**config.mk**
```make
export PLATFORM = sky130hd
export DESIGN_NAME = riscv_biu_arb
export DESIGN_NICKNAME = d
export VERILOG_FILES = /design/src/rtl/biu_constants_pkg.sv /design/src/rtl/riscv_biu_arb.sv
export SDC_FILE = /design/constraint.sdc
export NUM_CORES = 1
export LEC_CHECK = 0
export BUFFER_PORTS_ARGS = -buffer_cell sky130_fd_sc_hd__buf_4
export CELL_PAD_IN_SITES_DETAIL_PLACEMENT = 1
export CELL_PAD_IN_SITES_GLOBAL_PLACEMENT = 1
export CORE_AREA = 3 3 173 175
export CTS_BUF_LIST = sky130_fd_sc_hd__clkbuf_8
export CTS_CLUSTER_DIAMETER = 30
export DETAILED_ROUTE_END_ITERATION = 6
export DIE_AREA = 0 0 176 178
export HOLD_SLACK_MARGIN = 0.12
export PLACE_DENSITY_LB_ADDON = 0.05
export REMOVE_ABC_BUFFERS = 1
export SETUP_SLACK_MARGIN = 0.4
export SLEW_MARGIN = 30
export SYNTH_ARGS = -nofsm -noshare
export SYNTH_HDL_FRONTEND = slang
export SYNTH_SLANG_ARGS = --single-unit
```
**constraint.sdc**
```tcl
create_clock -name clk_i -period 2.3 [get_ports clk_i]
set_clock_uncertainty 0.2 [all_clocks]
set_input_delay 0.115 -clock clk_i [delete_from_list [all_inputs] [get_ports clk_i]]
set_output_delay 0.115 -clock clk_i [all_outputs]
set_load 0.1 [all_outputs]
```
**src/rtl/biu_constants_pkg.sv**
```systemverilog
// Shared BIU transfer attribute types, arbiter state encoding and the
// burst-length decode used by the instruction/data BIU arbiter.
package biu_constants_pkg;

  typedef enum logic [2:0] {
    BYTE  = 3'b000,
    HWORD = 3'b001,
    WORD  = 3'b010,
    DWORD = 3'b011,
    QWORD = 3'b100
  } biu_size_t;

  typedef enum logic [2:0] {
    SINGLE = 3'b000,
    INCR   = 3'b001,
    WRAP4  = 3'b010,
    INCR4  = 3'b011,
    WRAP8  = 3'b100,
    INCR8  = 3'b101,
    WRAP16 = 3'b110,
    INCR16 = 3'b111
  } biu_type_t;

  typedef logic [2:0] biu_prot_t;

  localparam biu_prot_t PROT_DATA       = 3'b001;
  localparam biu_prot_t PROT_PRIVILEGED = 3'b010;
  localparam biu_prot_t PROT_CACHEABLE  = 3'b100;

  typedef enum logic [1:0] {
    IDLE   = 2'b00,
    BUSY_I = 2'b01,
    BUSY_D = 2'b10
  } biu_arb_state_t;

  localparam int BEAT_CNT_W = 5;

  // Undefined-length INCR is treated as a single beat.
  function automatic logic [BEAT_CNT_W-1:0] biu_type2beats(input biu_type_t t);
    case (t)
      WRAP4, INCR4:   biu_type2beats = 5'd4;
      WRAP8, INCR8:   biu_type2beats = 5'd8;
      WRAP16, INCR16: biu_type2beats = 5'd16;
      default:        biu_type2beats = 5'd1;
    endcase
  endfunction

endpackage

```
**src/rtl/riscv_biu_arb.sv**
```systemverilog
// Arbitrates the instruction and data memory controllers onto one BIU:
// round-robin on ties, lock-sticky ownership, owner held for a whole burst.
//
// Handshake: a requester holds stb_i until it sees stb_ack_o; the BIU takes a
// request when biu_stb_o and biu_stb_ack_i are both high in IDLE, then returns
// one biu_ack_i per beat (biu_err_i ends the burst early) while we are BUSY.
module riscv_biu_arb
  import biu_constants_pkg::*;
#(
  parameter int XLEN        = 32,
  parameter int PLEN        = (XLEN == 32) ? 34 : 56,
  parameter int BIUTAG_SIZE = 1
)(
  input  logic                   clk_i,
  input  logic                   rst_ni,

  input  logic                   im_stb_i,
  output logic                   im_stb_ack_o,
  output logic                   im_d_ack_o,
  output logic                   im_ack_o,
  output logic                   im_err_o,
  input  logic [PLEN-1:0]        im_adri_i,
  output logic [PLEN-1:0]        im_adro_o,
  input  biu_size_t              im_size_i,
  input  biu_type_t              im_type_i,
  input  biu_prot_t              im_prot_i,
  input  logic                   im_we_i,
  input  logic                   im_lock_i,
  input  logic [XLEN-1:0]        im_d_i,
  output logic [XLEN-1:0]        im_q_o,
  input  logic [BIUTAG_SIZE-1:0] im_tagi_i,
  output logic [BIUTAG_SIZE-1:0] im_tago_o,

  input  logic                   dm_stb_i,
  output logic                   dm_stb_ack_o,
  output logic                   dm_d_ack_o,
  output logic                   dm_ack_o,
  output logic                   dm_err_o,
  input  logic [PLEN-1:0]        dm_adri_i,
  output logic [PLEN-1:0]        dm_adro_o,
  input  biu_size_t              dm_size_i,
  input  biu_type_t              dm_type_i,
  input  biu_prot_t              dm_prot_i,
  input  logic                   dm_we_i,
  input  logic                   dm_lock_i,
  input  logic [XLEN-1:0]        dm_d_i,
  output logic [XLEN-1:0]        dm_q_o,
  input  logic [BIUTAG_SIZE-1:0] dm_tagi_i,
  output logic [BIUTAG_SIZE-1:0] dm_tago_o,

  output logic                   biu_stb_o,
  output logic [PLEN-1:0]        biu_adri_o,
  output biu_size_t              biu_size_o,
  output biu_type_t              biu_type_o,
  output logic                   biu_we_o,
  output logic                   biu_lock_o,
  output biu_prot_t              biu_prot_o,
  output logic [XLEN-1:0]        biu_d_o,
  output logic [BIUTAG_SIZE-1:0] biu_tagi_o,
  input  logic                   biu_stb_ack_i,
  input  logic                   biu_d_ack_i,
  input  logic                   biu_ack_i,
  input  logic                   biu_err_i,
  input  logic [PLEN-1:0]        biu_adro_i,
  input  logic [XLEN-1:0]        biu_q_i,
  input  logic [BIUTAG_SIZE-1:0] biu_tago_i,

  output biu_arb_state_t         state_o
);

  biu_arb_state_t        state, state_nxt;
  logic [BEAT_CNT_W-1:0] cnt, cnt_nxt;
  logic                  rr_last, rr_last_nxt;   // 1: data was served last
  logic                  lock_act, lock_act_nxt; // last owner took the bus locked
  logic                  sel_d;
  logic                  locked;
  logic                  in_idle;
  logic                  gnt_stb;
  logic                  fwd_stb_ack, fwd_d_ack, fwd_ack, fwd_err;

  assign in_idle = (state == IDLE);
  assign locked  = lock_act & (rr_last ? dm_lock_i : im_lock_i);
  assign state_o = state;

  always_comb begin
    sel_d = 1'b0;
    case (state)
      BUSY_D: sel_d = 1'b1;
      BUSY_I: sel_d = 1'b0;
      default: begin
        if (locked)                      sel_d = rr_last;
        else if (im_stb_i && dm_stb_i)   sel_d = ~rr_last;
        else                             sel_d = dm_stb_i;
      end
    endcase
  end

  assign gnt_stb    = sel_d ? dm_stb_i  : im_stb_i;
  assign biu_stb_o  = rst_ni & in_idle & gnt_stb;
  assign biu_adri_o = sel_d ? dm_adri_i : im_adri_i;
  assign biu_size_o = sel_d ? dm_size_i : im_size_i;
  assign biu_type_o = sel_d ? dm_type_i : im_type_i;
  assign biu_we_o   = sel_d ? dm_we_i   : im_we_i;
  assign biu_lock_o = sel_d ? dm_lock_i : im_lock_i;
  assign biu_prot_o = sel_d ? dm_prot_i : im_prot_i;
  assign biu_d_o    = sel_d ? dm_d_i    : im_d_i;
  assign biu_tagi_o = sel_d ? dm_tagi_i : im_tagi_i;

  // Beat responses only pass while a burst is owned, so stray BIU acks in
  // IDLE (including right after reset) never reach a requester.
  assign fwd_stb_ack = biu_stb_o & biu_stb_ack_i;
  assign fwd_d_ack   = rst_ni & ~in_idle & biu_d_ack_i;
  assign fwd_ack     = rst_ni & ~in_idle & biu_ack_i;
  assign fwd_err     = rst_ni & ~in_idle & biu_err_i;

  assign im_stb_ack_o = ~sel_d & fwd_stb_ack;
  assign im_d_ack_o   = ~sel_d & fwd_d_ack;
  assign im_ack_o     = ~sel_d & fwd_ack;
  assign im_err_o     = ~sel_d & fwd_err;
  assign im_adro_o    = sel_d ? '0 : biu_adro_i;
  assign im_tago_o    = sel_d ? '0 : biu_tago_i;
  assign im_q_o       = biu_q_i;

  assign dm_stb_ack_o = sel_d & fwd_stb_ack;
  assign dm_d_ack_o   = sel_d & fwd_d_ack;
  assign dm_ack_o     = sel_d & fwd_ack;
  assign dm_err_o     = sel_d & fwd_err;
  assign dm_adro_o    = sel_d ? biu_adro_i : '0;
  assign dm_tago_o    = sel_d ? biu_tago_i : '0;
  assign dm_q_o       = biu_q_i;

  always_comb begin
    state_nxt    = state;
    cnt_nxt      = cnt;
    rr_last_nxt  = rr_last;
    lock_act_nxt = lock_act;
    case (state)
      IDLE: begin
        if (biu_stb_o && biu_stb_ack_i) begin
          state_nxt    = sel_d ? BUSY_D : BUSY_I;
          cnt_nxt      = biu_type2beats(biu_type_o);
          rr_last_nxt  = sel_d;
          lock_act_nxt = biu_lock_o;
        end
      end
      BUSY_I, BUSY_D: begin
        if (biu_err_i) begin
          state_nxt = IDLE;
          cnt_nxt   = '0;
        end else if (biu_ack_i) begin
          if (cnt <= 5'd1) begin
            state_nxt = IDLE;
            cnt_nxt   = '0;
          end else begin
            cnt_nxt = cnt - 5'd1;
          end
        end
      end
      default: begin
        state_nxt = IDLE;
        cnt_nxt   = '0;
      end
    endcase
  end

  always_ff @(posedge clk_i or negedge rst_ni) begin
    if (!rst_ni) begin
      state    <= IDLE;
      cnt      <= '0;
      rr_last  <= 1'b1;
      lock_act <= 1'b0;
    end else begin
      state    <= state_nxt;
      cnt      <= cnt_nxt;
      rr_last  <= rr_last_nxt;
      lock_act <= lock_act_nxt;
    end
  end

endmodule

```
== Word-level counts from Yosys, hierarchy flattened ==
Cells that the tools add are included.

* Output and inout port bits: 223
* Bits in registers: 9
* Bits of input ports: 231
* Logic and storage cells: 75

* Magnitude comparators: 1
* Reductions and logical operators: 10
* Mux-type cells: 29
* $add $sub $neg: 1
* Bitwise logic cells: 19
* Eq/ne operators: 11

{| class="wikitable"
|+ Operator list
! kind !! number
|-
| 34-bit two-way mux || 3
|-
| 32-bit two-way mux || 1
|-
| 5-bit two-way mux || 4
|-
| 1-bit AND || 16
|-
| 5-bit one-hot mux with 3 select lines || 1
|-
| 3-bit == test (second input constant) || 4
|-
| 2-bit two-way mux || 5
|-
| 5-bit one-hot mux with 2 select lines || 1
|-
| 1-bit two-way mux || 9
|-
| 3-bit two-way mux || 3
|-
| 2-bit OR reduction || 4
|-
| 3-bit by 2-bit == test with 1-bit output (second input constant) || 2
|-
| 3-bit != test (second input constant) || 2
|-
| 5-bit by 1-bit less-or-equal comparator with 1-bit output (second input constant) || 1
|-
| 5-bit by 1-bit subtractor with 5-bit output (second input constant) || 1
|-
| 2-bit one-hot mux with 2 select lines || 1
|-
| 2-bit AND reduction || 2
|-
| 1-bit inverter || 3
|-
| 3-bit AND reduction || 1
|-
| 2-bit by 1-bit == test with 1-bit output (second input constant) || 1
|-
| 2-bit == test (second input constant) || 1
|-
| 1-bit logical AND || 2
|-
| 2-bit zero test || 1
|-
| 2-bit by 1-bit != test with 1-bit output (second input constant) || 1
|-
| 1-bit one-hot mux with 2 select lines || 1
|}

== Logic depth before layout (Yosys ltp) ==
* Depth after elaboration: 10
* Depth in mapped cells: 8
* Mapped depth without buffers: 8

== Worst setup path before layout ==
Ideal clock, no wire load.

* Path type: reg2reg
* From: register state[0], in the netlist state_o[0]
* To: register rr_last
* Arrival time: 3.487 ns
* Stages on the path, launching flop included: 9
* Period minus slack after synthesis: 3.754 ns
* Setup time: 0.067 ns
* Path slack: -1.454 ns
* Buffers on the path: 2
* Cell sequence: dfrtp_1 -> inv_1 -> ha_1 -> nand2b_1 -> o31ai_2 -> buf_2 -> buf_2 -> nor2_1 -> a21o_1

* Word-level cells in the longest chain between the ends: 6
* Elaborated cells on any way between the ends: 9
* Those cells by class: eq/ne: 2; mux: 2; bitwise: 2; reduce/logical: 3

{| class="wikitable"
|+ Ends and longest elaborated chain
! element !! RTL line !! RTL
|-
| from (decl) || riscv_biu_arb.sv:71 || <nowiki>biu_arb_state_t state, state_nxt;</nowiki>
|-
| from (signal assigned) || riscv_biu_arb.sv:173 || <nowiki>state <= state_nxt;</nowiki>
|-
| 2-bit by 1-bit == test with 1-bit output or 2-bit == test (tied branches) || riscv_biu_arb.sv:87 || <nowiki>case (state)</nowiki>
|-
| 1-bit one-hot mux with 2 select lines || riscv_biu_arb.sv:87 ||
|-
| 1-bit two-way mux || riscv_biu_arb.sv:98 || <nowiki>assign gnt_stb = sel_d ? dm_stb_i : im_stb_i;</nowiki>
|-
| 1-bit AND || riscv_biu_arb.sv:99 || <nowiki>assign biu_stb_o = rst_ni & in_idle & gnt_stb;</nowiki>
|-
| 1-bit logical AND || riscv_biu_arb.sv:139 || <nowiki>if (biu_stb_o && biu_stb_ack_i) begin</nowiki>
|-
| 2-bit AND reduction (no source line) || -- ||
|-
| to (signal assigned) || riscv_biu_arb.sv:175 || <nowiki>rr_last <= rr_last_nxt;</nowiki>
|-
| to (decl) || riscv_biu_arb.sv:73 || <nowiki>logic rr_last, rr_last_nxt;</nowiki>
|}

Parallel ways exist; a longest one is shown, timed or not.
A chain may end at the register's enable or synchronous reset.

== Worst setup path in the final report ==
* From: register state[0], in the netlist state_o[0]
* To: output port biu_d_o[30]

* Word-level cells in the longest chain between the ends: 3
* Elaborated cells on any way between the ends: 4
* Those cells by class: eq/ne: 2; mux: 2

{| class="wikitable"
|+ Ends and longest elaborated chain
! element !! RTL line !! RTL
|-
| 2-bit by 1-bit == test with 1-bit output or 2-bit == test (tied branches) || riscv_biu_arb.sv:87 ||
|-
| 1-bit one-hot mux with 2 select lines (*) || riscv_biu_arb.sv:87 ||
|-
| 32-bit two-way mux (*) || riscv_biu_arb.sv:106 || <nowiki>assign biu_d_o = sel_d ? dm_d_i : im_d_i;</nowiki>
|-
| to (decl) || riscv_biu_arb.sv:58 || <nowiki>output logic [XLEN-1:0] biu_d_o,</nowiki>
|}

Every way passes the cells marked *; elsewhere a longest branch is shown, timed or not.

==> results_dict.tcl <==
set metrics [dict create \
    run_status "finished with violations" \
    failing_checks "negative setup slack" \
    io-pin-count 454 \
    maxCapViolations 0 \
    timing.final.setup_violations 152 \
    rsz0062_at_grt "true" \
    row_count 62 \
    number_of_antenna_violations_at_the_first_check_in_global_routing 4 \
    pre_cts_slack_ns -0.117 \
    grt_first_pass_wirelength_mm 33.5 \
    category_of_the_worst_setup_path_launch_point "flip-flop" \
    r2r_setup_slack_ns 0.04 \
    synth-main-ff-cell "sky130_fd_sc_hd__dfrtp_1" \
    cts_made_buffers 3 \
    holdCritPathClass "primary input to flip-flop" \
    yosysUniqueCellTypes 42 \
    port_buffers 357 \
    first_pass_iters 4 \
    area_growth_pct 205 \
    fin_nets 928 \
    transition_time_of_the_tightest_slew_check_pin_ns 0.511 \
    cts_root_buffer "sky130_fd_sc_hd__clkbuf_8" \
    post_route_cells_drive_above_1_share_pct 83.9 \
    postSynthCellCount 328 \
    post-route-drc-count 0 \
    syn_area_per_cell_um2 8.18 \
    max_slew_margin_pct 65.8 \
    synth.cell_area_mm2 0.00268 \
    route.vias.total 3856 \
    route.antenna.remaining_nets 0 \
    postSynthRegisterBits 9 \
    final_util_pct 28.5 \
    start_util_pct 9.37 \
    worst_setup_path_end_kind "output pin" \
    grt_max_degree 31 \
    max_freq_mhz 394 \
    count_of_flip_flops_with_a_built_in_enable_after_synthesis 0 \
    detail_route.wirelength_mm 25.8 \
    synthArstFlopShare_pct 100 \
    avgRoutedWirePerCell_um 24.0 \
    core_region_area_mm2 0.0286 \
    fp.dieW_um 176 \
    postLayoutSetupSlackWorst_ns -0.235 \
    synth-warning-count 0 \
    post-synth-top-area-cell "sky130_fd_sc_hd__mux2_2" \
    total_global_routing_overflow 0 \
    die_h_um 178 \
    fin_tns_setup_ns -21.84 \
    placedCellCount 1010 \
    timing.critical_path.arrival_ns 2.22 \
    layoutNonFillerInstCount 1077 \
    cts_clock_pin_slew_for_the_worst_setup_and_hold_paths_ns 0.05 \
    post-route-min-period_ns 2.54 \
    number_of_fill_cells 3230 \
    crit_required_ns 1.99 \
    clock_sinks 9 \
    clock_latency_ns 0.24 \
    critical_path.max_fanout 10 \
    h-tree-depth 1 \
    count_of_endpoints_failing_hold_in_the_final_timing_report 0 \
    dp.final_hpwl_mm 21.3 \
    clock_tree.buffer_depth 2 \
    count_of_routing_violations_after_the_opening_detailed_route_iteration 68 \
    finalWeightedCongestion 0.780 \
    dieArea_mm2 0.0313 \
    ys_top_cells_by_area "sky130_fd_sc_hd__mux2_2 33%, sky130_fd_sc_hd__buf_4 20%, sky130_fd_sc_hd__and2_1 16%, sky130_fd_sc_hd__dfrtp_1 7.5%, sky130_fd_sc_hd__ha_1 2.3%" \
    final_min_period_over_clock_period_pct 110 \
    track_usage_pct 14.9 \
    drv_slew 0 \
    crit_path_category "flip-flop to output pin" \
    detail_route.vias_per_cell 3.58 \
    synth_top_area_share_pct 33.2 \
    grt_pass1_vias 4479 \
    cts_tree "done" \
    synth_seq_area_share_pct 8.44 \
]
critical path: stages (launching register included):
cell,delay (ns)
sky130_fd_sc_hd__dfrtp_1,0.38
sky130_fd_sc_hd__inv_2,0.10
sky130_fd_sc_hd__ha_4,0.24
sky130_fd_sc_hd__o31ai_4,0.23
sky130_fd_sc_hd__buf_4,0.16
sky130_fd_sc_hd__buf_12,0.15
sky130_fd_sc_hd__clkbuf_16,0.17
sky130_fd_sc_hd__mux2_2,0.34
sky130_fd_sc_hd__buf_6,0.19
cell usage in the layout (no fill, tap or decap), types with 2 or more instances in the layout:
| cell | Yosys | routed |
|---|---|---|
| sky130_fd_sc_hd__buf_4 | 71 | 243 |
| sky130_fd_sc_hd__buf_12 | 0 | 105 |
| sky130_fd_sc_hd__buf_6 | 1 | 71 |
| sky130_fd_sc_hd__mux2_2 | 79 | 47 |
| sky130_fd_sc_hd__and2_1 | 70 | 35 |
| sky130_fd_sc_hd__and2_4 | 0 | 35 |
| sky130_fd_sc_hd__mux2_4 | 1 | 34 |
| sky130_fd_sc_hd__nand2_1 | 12 | 11 |
| sky130_fd_sc_hd__nor2_1 | 15 | 11 |
| sky130_fd_sc_hd__buf_16 | 0 | 8 |
| sky130_fd_sc_hd__dfrtp_1 | 8 | 8 |
| sky130_fd_sc_hd__dlygate4sd3_1 | 0 | 6 |
| sky130_fd_sc_hd__clkbuf_16 | 0 | 5 |
| sky130_fd_sc_hd__nand3_1 | 4 | 4 |
| sky130_fd_sc_hd__o21ai_1 | 2 | 4 |
| sky130_fd_sc_hd__buf_8 | 0 | 4 |
| sky130_fd_sc_hd__nand2b_1 | 4 | 3 |
| sky130_fd_sc_hd__inv_1 | 4 | 3 |
| sky130_fd_sc_hd__nand4_1 | 3 | 3 |
| sky130_fd_sc_hd__nor2_4 | 0 | 3 |
| sky130_fd_sc_hd__nor3_1 | 4 | 3 |
| sky130_fd_sc_hd__o21ai_0 | 5 | 3 |
| sky130_fd_sc_hd__ha_1 | 5 | 3 |
| sky130_fd_sc_hd__clkbuf_8 | 0 | 3 |
| sky130_fd_sc_hd__diode_2 | 0 | 2 |
| sky130_fd_sc_hd__inv_2 | 0 | 2 |
| sky130_fd_sc_hd__o31ai_4 | 0 | 2 |
| sky130_fd_sc_hd__a21oi_2 | 0 | 2 |
| sky130_fd_sc_hd__mux2i_1 | 2 | 2 |
| sky130_fd_sc_hd__ha_4 | 0 | 2 |
synth_stat cells, types with 3 or more instances:
cell type and count:
sky130_fd_sc_hd__nand2_1 12, sky130_fd_sc_hd__and2_1 70, sky130_fd_sc_hd__buf_4 71, sky130_fd_sc_hd__inv_1 4, sky130_fd_sc_hd__clkbuf_1 8, sky130_fd_sc_hd__nor2_1 15
sky130_fd_sc_hd__o21ai_0 5, sky130_fd_sc_hd__nand4_1 3, sky130_fd_sc_hd__nand3_1 4, sky130_fd_sc_hd__nand2b_1 4, sky130_fd_sc_hd__mux2_2 79, sky130_fd_sc_hd__dfrtp_1 8
sky130_fd_sc_hd__ha_1 5, sky130_fd_sc_hd__a21oi_1 3, sky130_fd_sc_hd__buf_2 3, sky130_fd_sc_hd__nor3_1 4
path summary, 6_finish.rpt:
path | from | end | depth (start not counted)
worst min register to register | cnt[1] | cnt[1] | 2
worst max-delay path | state_o[0] | biu_d_o[30] | 8
max in group asynchronous | rst_ni | rr_last | 2
worst min-delay path | dm_type_i[2] | cnt[3] | 4
worst max register to register | state_o[0] | cnt[0] | 9
min in group asynchronous | rst_ni | cnt[2] | 2
flip-flops by register name (all words and copies together), names as in the netlist:
register,count
rr_last,1
state_o,2
cnt,5
lock_act,1
routing by layer:
metal / part of all wire, % / GRT usage (%) / vias up / routed length (um)
met1: 33 / 15.2 / 1886 / 8630
li1: - / - / 1775 / -
met2: 54 / 27.2 / 172 / 13900
met4: 0.80 / 2.05 / 6 / 207
met3: 11 / 7.94 / 17 / 2890
met5: 0.65 / 3.21 / - / 168
per-stage QoR:
| step | area [um^2] | hold WS [ns] |
|---|---|---|
| 2_1_floorplan | 2090 | -0.381 |
| 3_3_place_gp | 5560 | -0.221 |
| 3_5_place_dp | 5560 | -0.226 |
| 4_1_cts | 7570 | 0.161 |
| 5_1_grt | 8170 | 0.190 |
| 6_report | 8170 | 0.162 |
kinds of logic (layout without fill, tap and decap cells):
| group | Yosys count | count (layout) | share of synthesized area [%] |
|---|---|---|---|
| flops | 9 | 9 | 8.44 |
| fa+ha+maj | 5 | 5 | 2.33 |
| simple gates | 121 | 121 | 26.0 |
| buf+inv | 87 | 450 | 22.5 |
| mux | 83 | 83 | 34.9 |
| compound gates | 23 | 23 | 5.83 |
| other cells | 0 | 2 | 0 |
area by class of cell:
| cell class | count | area, um^2 | share of cell area [%] |
|---|---|---|---|
| repair buffers | 442 | 5190 | 63.5 |
| flip-flops and latches | 9 | 226 | 2.77 |
| well taps | 384 | 480 | 5.88 |
| diodes | 2 | 5.00 | 0.0613 |
| inverters | 4 | 15.0 | 0.184 |
| clock buffers | 3 | 41.3 | 0.505 |
| multi-input cells | 232 | 2210 | 27.0 |
| clock inverters | 1 | 3.75 | 0.0459 |
what timing repair did:
item                       4_1_cts  5_1_grt
gates resized for setup        296       99
hold endpoints to repair        76        0
setup buffers                    9        6
pin swaps                       24       10
cloned                           2        6
hold buffers                    38        0
setup endpoints to repair      166      166
Power is not shown: default switching activity piles up to over one toggle a cycle in this logic, so the estimate is an artifact.
